### config.mk
export PLATFORM = sky130hd
export DESIGN_NAME = anticipator_update
export DESIGN_NICKNAME = d
export VERILOG_FILES = /design/src/rtl/anticipator_update_pkg.sv /design/src/rtl/anticipator_sat_cnt.sv /design/src/rtl/anticipator_update.sv
export SDC_FILE = /design/constraint.sdc
export NUM_CORES = 1
export LEC_CHECK = 0
export CAP_MARGIN = 20
export CELL_PAD_IN_SITES_DETAIL_PLACEMENT = 0
export CELL_PAD_IN_SITES_GLOBAL_PLACEMENT = 1
export CORE_ASPECT_RATIO = 0.5
export CORE_MARGIN = 2
export CORE_UTILIZATION = 25
export CTS_CLUSTER_SIZE = 10
export DETAILED_ROUTE_END_ITERATION = 10
export PLACE_DENSITY_LB_ADDON = 0.25
export SETUP_SLACK_MARGIN = 0.02
export SYNTH_ARGS = -nofsm -noshare
export SYNTH_HDL_FRONTEND = slang
export SYNTH_HIERARCHICAL = 1
export SYNTH_SLANG_ARGS = --single-unit
### constraint.sdc
create_clock -name clk -period 2.3 [get_ports clk]
set_input_delay 0.575 -clock clk [delete_from_list [all_inputs] [get_ports clk]]
set_output_delay 0.575 -clock clk [all_outputs]
set_load 0.01 [all_outputs]
### src/rtl/anticipator_update_pkg.sv
// Shared constants and types for the anticipator table writer:
// table geometry, 2-bit counter encoding and the writer FSM states.
package anticipator_update_pkg;

  localparam int ADDR_W = 12;
  localparam int CNT_W  = 2;

  localparam logic [CNT_W-1:0] CNT_SNT = 2'b00;
  localparam logic [CNT_W-1:0] CNT_WNT = 2'b01;
  localparam logic [CNT_W-1:0] CNT_WT  = 2'b10;
  localparam logic [CNT_W-1:0] CNT_ST  = 2'b11;

  localparam logic [CNT_W-1:0] INIT_VAL = CNT_WNT;

  typedef enum logic {
    INIT,
    RUN
  } state_e;

endpackage

### src/rtl/anticipator_sat_cnt.sv
// Combinational 2-bit saturating counter step: taken moves toward
// strong-taken, not-taken toward strong-not-taken, clamped at both ends.
module anticipator_sat_cnt
  import anticipator_update_pkg::*;
(
  input  logic [CNT_W-1:0] cnt_i,
  input  logic             taken_i,
  output logic [CNT_W-1:0] cnt_o
);

  always_comb begin
    cnt_o = cnt_i;
    if (taken_i) begin
      if (cnt_i != CNT_ST) cnt_o = cnt_i + CNT_W'(1);
    end else begin
      if (cnt_i != CNT_SNT) cnt_o = cnt_i - CNT_W'(1);
    end
  end

endmodule

### src/rtl/anticipator_update.sv
// Writer side of the anticipator table: sweeps the table to INIT_VAL after
// reset/flush, then runs a 2-stage read-modify-write pipeline for two lanes.
module anticipator_update #(
  parameter int                ADDR_W   = anticipator_update_pkg::ADDR_W,
  parameter int                CNT_W    = anticipator_update_pkg::CNT_W,
  parameter logic [CNT_W-1:0]  INIT_VAL = anticipator_update_pkg::INIT_VAL
) (
  input  logic              clk,
  input  logic              rst,
  input  logic              flush,
  input  logic              upd0_en,
  input  logic [ADDR_W-1:0] upd0_addr,
  input  logic              upd0_taken,
  input  logic              upd1_en,
  input  logic [ADDR_W-1:0] upd1_addr,
  input  logic              upd1_taken,
  output logic              upd_ready,
  output logic              init_busy,
  output logic [ADDR_W-1:0] rd0_addr,
  input  logic [CNT_W-1:0]  rd0_data,
  output logic [ADDR_W-1:0] rd1_addr,
  input  logic [CNT_W-1:0]  rd1_data,
  output logic [ADDR_W-1:0] wr0_addr,
  output logic [CNT_W-1:0]  wr0_data,
  output logic              wr0_wen,
  output logic [ADDR_W-1:0] wr1_addr,
  output logic [CNT_W-1:0]  wr1_data,
  output logic              wr1_wen
);

  import anticipator_update_pkg::*;

  state_e            state_q;
  logic [ADDR_W-2:0] idx_q;
  logic              upd_ready_q;
  logic              init_busy_q;

  logic              s1_v0_q, s1_v1_q;
  logic [ADDR_W-1:0] s1_addr0_q, s1_addr1_q;
  logic              s1_tk0_q, s1_tk1_q;

  logic [ADDR_W-1:0] wr0_addr_q, wr1_addr_q;
  logic [CNT_W-1:0]  wr0_data_q, wr1_data_q;
  logic              wr0_wen_q, wr1_wen_q;

  logic [ADDR_W-1:0] wr0_addr_d, wr1_addr_d;
  logic [CNT_W-1:0]  wr0_data_d, wr1_data_d;
  logic              wr0_wen_d, wr1_wen_d;

  logic [CNT_W-1:0]  old0, old1;
  logic [CNT_W-1:0]  new0, new1, new1_chain;
  logic              same_addr;

  assign rd0_addr = s1_addr0_q;
  assign rd1_addr = s1_addr1_q;

  // The table only commits S2 at the next edge, so an S1 lane that hits a
  // pending S2 write must take the S2 data; port 1 is younger and wins.
  always_comb begin
    old0 = rd0_data;
    if (wr0_wen_q && (wr0_addr_q == s1_addr0_q)) old0 = wr0_data_q;
    if (wr1_wen_q && (wr1_addr_q == s1_addr0_q)) old0 = wr1_data_q;
    old1 = rd1_data;
    if (wr0_wen_q && (wr0_addr_q == s1_addr1_q)) old1 = wr0_data_q;
    if (wr1_wen_q && (wr1_addr_q == s1_addr1_q)) old1 = wr1_data_q;
  end

  assign same_addr = s1_v0_q && s1_v1_q && (s1_addr0_q == s1_addr1_q);

  anticipator_sat_cnt u_lane0 (
    .cnt_i   (old0),
    .taken_i (s1_tk0_q),
    .cnt_o   (new0)
  );

  anticipator_sat_cnt u_lane1 (
    .cnt_i   (old1),
    .taken_i (s1_tk1_q),
    .cnt_o   (new1)
  );

  anticipator_sat_cnt u_lane1_chain (
    .cnt_i   (new0),
    .taken_i (s1_tk1_q),
    .cnt_o   (new1_chain)
  );

  // Same-address pair collapses into a single port-1 write of the chained result.
  always_comb begin
    wr0_addr_d = s1_addr0_q;
    wr0_data_d = new0;
    wr0_wen_d  = s1_v0_q && !same_addr;
    wr1_addr_d = s1_addr1_q;
    wr1_data_d = same_addr ? new1_chain : new1;
    wr1_wen_d  = s1_v1_q;
  end

  always_ff @(posedge clk) begin
    if (rst || flush) begin
      state_q     <= INIT;
      idx_q       <= '0;
      upd_ready_q <= 1'b0;
      init_busy_q <= 1'b1;
      s1_v0_q     <= 1'b0;
      s1_v1_q     <= 1'b0;
      s1_addr0_q  <= '0;
      s1_addr1_q  <= '0;
      s1_tk0_q    <= 1'b0;
      s1_tk1_q    <= 1'b0;
      wr0_addr_q  <= '0;
      wr0_data_q  <= '0;
      wr0_wen_q   <= 1'b0;
      wr1_addr_q  <= '0;
      wr1_data_q  <= '0;
      wr1_wen_q   <= 1'b0;
    end else begin
      case (state_q)
        INIT: begin
          wr0_addr_q <= {idx_q, 1'b0};
          wr1_addr_q <= {idx_q, 1'b1};
          wr0_data_q <= INIT_VAL;
          wr1_data_q <= INIT_VAL;
          wr0_wen_q  <= 1'b1;
          wr1_wen_q  <= 1'b1;
          s1_v0_q    <= 1'b0;
          s1_v1_q    <= 1'b0;
          idx_q      <= idx_q + 1'b1;
          if (idx_q == '1) begin
            state_q     <= RUN;
            upd_ready_q <= 1'b1;
            init_busy_q <= 1'b0;
          end
        end
        RUN: begin
          s1_v0_q    <= upd0_en;
          s1_v1_q    <= upd1_en;
          s1_addr0_q <= upd0_addr;
          s1_addr1_q <= upd1_addr;
          s1_tk0_q   <= upd0_taken;
          s1_tk1_q   <= upd1_taken;
          wr0_addr_q <= wr0_addr_d;
          wr0_data_q <= wr0_data_d;
          wr0_wen_q  <= wr0_wen_d;
          wr1_addr_q <= wr1_addr_d;
          wr1_data_q <= wr1_data_d;
          wr1_wen_q  <= wr1_wen_d;
        end
        default: state_q <= INIT;
      endcase
    end
  end

  assign upd_ready = upd_ready_q;
  assign init_busy = init_busy_q;
  assign wr0_addr  = wr0_addr_q;
  assign wr0_data  = wr0_data_q;
  assign wr0_wen   = wr0_wen_q;
  assign wr1_addr  = wr1_addr_q;
  assign wr1_data  = wr1_data_q;
  assign wr1_wen   = wr1_wen_q;

endmodule

# --- After elaboration in Yosys (flattened, before gate mapping) ---
# Index checks and enable logic that the tools add are counted.
totals:
  latchBits: 0
  output_inout_bits: 56
  memories: 0
  ramBits: 0
  inputBits: 35
  wordCells: 70
  register_bits: 72
  romBits: 0
classes:
  mux: 24
  n_bitwise: 1
  multipliers: 0
  shifts: 0
  n_lt_le_gt_ge: 0
  div: 0
  n_eq_ne: 9
  reduce_logical: 13
  add_sub_neg: 7
ops:
  columns: ["op", "count"]
  rows:
  - ["$eq 12x12->1", 5]
  - ["$pmux 12 s2", 2]
  - ["$mux 2", 14]
  - ["$add 11x1->11 const B", 1]
  - ["$eq 11x11->1 const B", 1]
  - ["$pmux 1 s2", 4]
  - ["$pmux 2 s2", 2]
  - ["$logic_and 1x1->1", 7]
  - ["$add 2x1->2 const B", 3]
  - ["$ne 2x2->1 const B", 3]
  - ["$reduce_bool 2->1", 3]
  - ["$sub 2x1->2 const B", 3]
  - ["$mux 1", 2]
  - ["$reduce_and 2->1", 1]
  - ["$logic_not 1->1", 1]
  - ["$logic_or 1x1->1", 1]
  - ["$not 1->1", 1]

# --- Longest topological paths before layout ---
logic_depth:
  depth_word: 12
  depth_mapped: 12
  depth_no_buf: 11

# --- Cells and area by module ---
# Netlist, hierarchy kept.
modules_own_cells:
  columns: ["mod", "cells_per_inst", "seq_area_each_um2", "instances", "area_each_um2"]
  rows:
  - ["anticipator_update", 378, 1441.4, 1, 3483.3]
  - ["anticipator_sat_cnt", 3, 0.0, 3, 26.3]

# --- Least setup slack after synthesis ---
# Ideal clock, no wire load.
synth_path:
  kind: "register -> register"
  start: "reg s1_addr0_q[7] (netlist: rd0_addr[7])"
  end: "reg wr1_data_q[0] (netlist: wr1_data[0])"
  setup_time_ns: 0.132
  path_stages_with_launch: 11
  path_buffers: 1
  period_less_slack_ns: 2.623
  slack_ns: -0.323
  arrival_ns: 2.491
  required_ns: 2.168
  cell_sequence: "dfxtp_1 buf_2 xnor2_1 nand3_1 nor4_2 mux2_1 mux2_2 maj3_2 maj3_2 mux2i_1 a21oi_1"
synth_via:
  elab_chain_len: 12
  word_cells_on_any_way: 24
  classes_between: "4 x add/sub; 5 x eq/ne; 10 x mux; 5 x reduce/logical"
synth_lines:
  columns: ["item", "line_no", "source"]
  rows:
  - ["start: declaration", "anticipator_update.sv:39", "logic [ADDR_W-1:0] s1_addr0_q, s1_addr1_q;"]
  - ["start signal: assignment", "anticipator_update.sv:137", "s1_addr0_q <= upd0_addr;"]
  - ["$eq 12x12->1", "anticipator_update.sv:61", "if (wr0_wen_q && (wr0_addr_q == s1_addr0_q)) old0 = wr0_data_q;"]
  - ["$logic_and 1x1->1", "anticipator_update.sv:61", null]
  - ["$mux 2", "anticipator_update.sv:61", null]
  - ["$mux 2 *", "anticipator_update.sv:62", "if (wr1_wen_q && (wr1_addr_q == s1_addr0_q)) old0 = wr1_data_q;"]
  - ["via old0[1]", "anticipator_update.sv:50", "logic [CNT_W-1:0] old0, old1;"]
  - ["$sub 2x1->2 (tied with other cells)", "anticipator_sat_cnt.sv:16", "if (cnt_i != CNT_SNT) cnt_o = cnt_i - CNT_W'(1);"]
  - ["$mux 2, on equally long branches", "anticipator_sat_cnt.sv:16, anticipator_sat_cnt.sv:14", null]
  - ["$mux 2 *", "anticipator_sat_cnt.sv:13", "if (taken_i) begin"]
  - ["via new0[1]", "anticipator_update.sv:51", "logic [CNT_W-1:0] new0, new1, new1_chain;"]
  - ["$ne 2x2->1 or $reduce_bool 2->1 (tied branches)", "anticipator_sat_cnt.sv:14, anticipator_sat_cnt.sv:16", null]
  - ["$mux 2, on equally long branches", "anticipator_sat_cnt.sv:14, anticipator_sat_cnt.sv:16", null]
  - ["$mux 2 *", "anticipator_sat_cnt.sv:13", null]
  - ["via new1_chain[0]", "anticipator_update.sv:51", null]
  - ["$mux 2 *", "anticipator_update.sv:94", "wr1_data_d = same_addr ? new1_chain : new1;"]
  - ["$pmux 2 s2 *", "anticipator_update.sv:117", "case (state_q)"]
  - ["end signal: assignment", "anticipator_update.sv:145", "wr1_data_q <= wr1_data_d;"]
  - ["end: declaration", "anticipator_update.sv:43", "logic [CNT_W-1:0] wr0_data_q, wr1_data_q;"]
# The timed path passes the listed nets; every way through them passes the cells marked *.
# A chain may end at the register's enable or synchronous reset.

# --- Worst setup path in the final report ---
layout_path:
  start: "reg wr0_addr_q[2] (netlist: wr0_addr[2])"
  end: "reg wr1_data_q[0] (netlist: wr1_data[0])"
layout_via:
  elab_chain_len: 12
  word_cells_on_any_way: 31
  classes_between: "6 x add/sub; 5 x eq/ne; 15 x mux; 5 x reduce/logical"
layout_lines:
  columns: ["item", "line_no", "source"]
  rows:
  - ["start: declaration", "anticipator_update.sv:42", "logic [ADDR_W-1:0] wr0_addr_q, wr1_addr_q;"]
  - ["start signal: assignment", "anticipator_update.sv:119", "wr0_addr_q <= {idx_q, 1'b0};"]
  - ["start signal: assignment", "anticipator_update.sv:141", "wr0_addr_q <= wr0_addr_d;"]
  - ["$eq 12x12->1 *", "anticipator_update.sv:61", null]
  - ["$logic_and 1x1->1 *", "anticipator_update.sv:61", null]
  - ["$mux 2 *", "anticipator_update.sv:61", null]
  - ["$mux 2 *", "anticipator_update.sv:62", null]
  - ["via old0[1]", "anticipator_update.sv:50", null]
  - ["$sub 2x1->2 (tied with other cells)", "anticipator_sat_cnt.sv:16", null]
  - ["$mux 2, on equally long branches", "anticipator_sat_cnt.sv:16, anticipator_sat_cnt.sv:14", null]
  - ["$mux 2 *", "anticipator_sat_cnt.sv:13", null]
  - ["via new0[1]", "anticipator_update.sv:51", null]
  - ["$ne 2x2->1 or $reduce_bool 2->1 (tied branches)", "anticipator_sat_cnt.sv:14, anticipator_sat_cnt.sv:16", null]
  - ["$mux 2, on equally long branches", "anticipator_sat_cnt.sv:14, anticipator_sat_cnt.sv:16", null]
  - ["$mux 2 *", "anticipator_sat_cnt.sv:13", null]
  - ["via new1_chain[0]", "anticipator_update.sv:51", null]
  - ["$mux 2 *", "anticipator_update.sv:94", null]
  - ["$pmux 2 s2 *", "anticipator_update.sv:117", null]
# Marked as above.

==> flow_summary_export.csv <==
group,metric,value,unit
clock_network,cts_sinks,72,
clock_network,cts_tree,"built",
timing,rsz0062_at_grt,"yes",
power,powerDensity,516.5,nW/µm²
global_route,use_met2,0.2153,
clock_network,cts_buffers,9,
placed_design,dp_hpwl,8297,µm
synthesis,synthArstFlopShare,0,
power,vdd_drop_max,0.0003165,V
synthesis,synth_area,3562,µm²
placed_design,place_ws,-442.5,ps
global_route,grt_pass1_wl,16540,µm
synthesis,yosysSeqAreaShare,0.4046,
routing,routedWlPerCell,15.11,µm
worst_setup_path,reg2reg_depth,10,
routing,drc,0,
worst_setup_path,endpoint,"wr1_data[0]",
synthesis,syn_nets,423,
routing,viasPerCell,4.218,
finish,layout.cells.most_common_list,"90 x clkdlybuf4s50_1, 65 x buf_4, 59 x dfxtp_1, 47 x xnor2_1, 38 x nor2_1",
timing,slew_headroom,0.6419,
routing,drt_iter0_drc,158,
floorplanning,core.rowCount,30,
job,max_cap_violations,0,
timing,timing.hold.ws,465.6,ps
clock_network,cts-htree-levels,3,
routing,dr.pass1.iters,4,
global_route,antenna_found_initial,0,
global_route,grt_start_max_net_pins,66,
synthesis,yosysWarnings,6,
worst_setup_path,critPathArrivalTime,2830,ps
worst_setup_path,path_class,"reg -> reg",
status,status,"finished, violations left",
floorplanning,die-area,15280,µm²
finish,drive_gt1_frac,0.2280,
routing,ant_nets,0,
finish,final_common_cell,"clkdlybuf4s50_1",
floorplanning,initial_core_util,0.2593,
synthesis,syn_avg_cell_area,9.205,µm²
timing,timing.clock.skew,4.920,ps
routing,via_count,3012,
timing,period_minus_slack,2624,ps
clock_network,cts_root_buf,"clkbuf_16",
floorplanning,io_pins,91,
power,total_power,2.773,mW
timing,fin_tns_setup,-621.0,ps
routing,wl,10790,µm
placed_design,io_buffers,90,
global_route,grt_overflow,0,
synthesis,synth_edf_count,0,
status,violations,"negative setup slack",
synthesis,synth-seq-cells,72,
timing,slew_viol_final,0,
timing,fmax,381.1,MHz
synthesis,yosysUniqueCellTypes,34,
clock_network,clkLatencyLatePin,330,ps
timing,worst_pin_slew,537.2,ps
global_route,grt_usage,0.1460,
worst_setup_path,end_kind,"flip-flop",
worst_setup_path,r2r_setup_slack,-320,ps
placed_design,dpl_cell_area,5040,µm²
worst_setup_path,reg2reg_from,"wr0_addr[2]",
floorplanning,dieHeight,88.41,µm
global_route,use_met3,0.03866,
finish,diodes,0,
synthesis,ys.flop_type,"dfxtp_1",
global_route,grtUsageMet1,0.2088,
finish,area_delta_synth_final,50.72,%
timing,setup_slack,-323.7,ps
clock_network,path_clk_slew,60,ps
timing,timing_hold_violations_final,0,
worst_setup_path,startpoint_type,"flip-flop",
finish,design_area,5369,µm²
placed_design,gp_congestion,0.7899,
floorplanning,die_w,172.8,µm
power,leakagePower,1.956,nW
worst_hold_path,hp-class,"reg -> reg",
clock_network,postCtsHoldBufs,0,
worst_setup_path,required,2510,ps
global_route,grt.busiest_layer,"met2",
finish,fin_nets,553,
floorplanning,core_area,13740,µm²
timing,fin_crit_sh,1.141,
worst_setup_path,crit_start,"wr0_addr[2]",
clock_network,cts_buffer_depth,2,
global_route,first_global_vias,2936,
worst_setup_path,crit_fanout,3,
worst_hold_path,min_from,"init_busy",
timing,setup_violations,2,
synthesis,synthCells,387,
worst_setup_path,worst_r2r_endpoint,"wr1_data[0]",
kinds of logic (layout without fill, tap and decap cells):
logic type | after synthesis | in the layout | synth area share
buf+inv | 48 | 183 | 0.07341
xor+xnor | 67 | 67 | 0.1742
compound gates | 35 | 35 | 0.05023
mux | 37 | 37 | 0.1068
simple gates | 121 | 121 | 0.1682
fa+ha+maj | 7 | 7 | 0.02248
flops | 72 | 72 | 0.4046
Yosys cell counts (3+ instances only):
master,n,share of area
nand4_1,9,0.016
dfxtp_1,72,0.40
xor2_1,13,0.032
buf_6,8,0.025
mux2_2,4,0.013
nor2b_1,3,0.0053
mux2i_1,29,0.081
xnor2_1,51,0.13
nor2_1,38,0.040
and3_1,5,0.0088
nand2_1,32,0.034
maj3_2,6,0.019
nand2b_1,11,0.019
mux2_1,4,0.013
a21oi_1,31,0.044
o21ai_0,3,0.0042
nand3_1,9,0.013
buf_2,17,0.024
inv_1,10,0.011
clkbuf_1,11,0.012
sequential cells by signal (all words and copies together) (netlist names):
name,count
rd0_addr,12
wr1_addr,12
wr0_data,2
s1_v1_q,1
rd1_addr,12
s1_tk0_q,1
wr1_wen,1
upd_ready,1
wr1_data,2
init_busy,1
wr0_wen,1
s1_v0_q,1
wr0_addr,12
state_q,1
s1_tk1_q,1
idx_q,11
area by class of cell:
type                    instances  area, µm²
fillers                      1428       8369
multi-input cells             267       1916
flip-flops and latches         72       1465
repair buffers                157       1429
well taps                     192      240.2
clock buffers                  12      236.5
clock inverters                 4      45.04
inverters                      10      37.54
through the flow:
step | instances | util
finish | 714 | 0.3908
global route | 714 | 0.3908
CTS | 714 | 0.3905
detailed placement | 698 | 0.3668
global placement | 698 | 0.3668
floorplan | 387 | -
worst min path at each step:
| stage | end | depth (start not counted) |
|---|---|---|
| after floorplan | wr1_wen | 2 |
| after global placement | init_busy | 2 |
| after detailed placement | wr1_wen | 2 |
| after CTS | wr1_wen | 2 |
| after global routing | init_busy | 2 |
| final | init_busy | 2 |
critical path: stages (launching register included):
cell and delay, ps:
dfxtp_4 360, xnor2_4 170, nand4_1 140, nor4_2 270, buf_4 180, mux2_4 290, mux2_4 280, maj3_2 330
maj3_2 290, mux2i_1 120, a21oi_1 70
routing by layer:
layer | wire (µm) | up-vias | part of all wire
met2 | 4500 | 54 | 0.42
met5 | 0 | - | 0
met4 | 126 | 0 | 0.012
li1 | - | 1530 | -
met1 | 5745 | 1419 | 0.53
met3 | 412 | 9 | 0.038
timing repair:
action	in CTS	in global routing
cloned	0	0
resized for setup	9	2
endpoints found under the setup margin	4	4
setup buffers	0	0
pin swaps	4	2
where the power goes:
part           internal, mW  switching, mW
clock                 0.834          0.507
combinational         0.104         0.0686
sequential             1.25        0.00699
(Power assumes the default switching activity.)
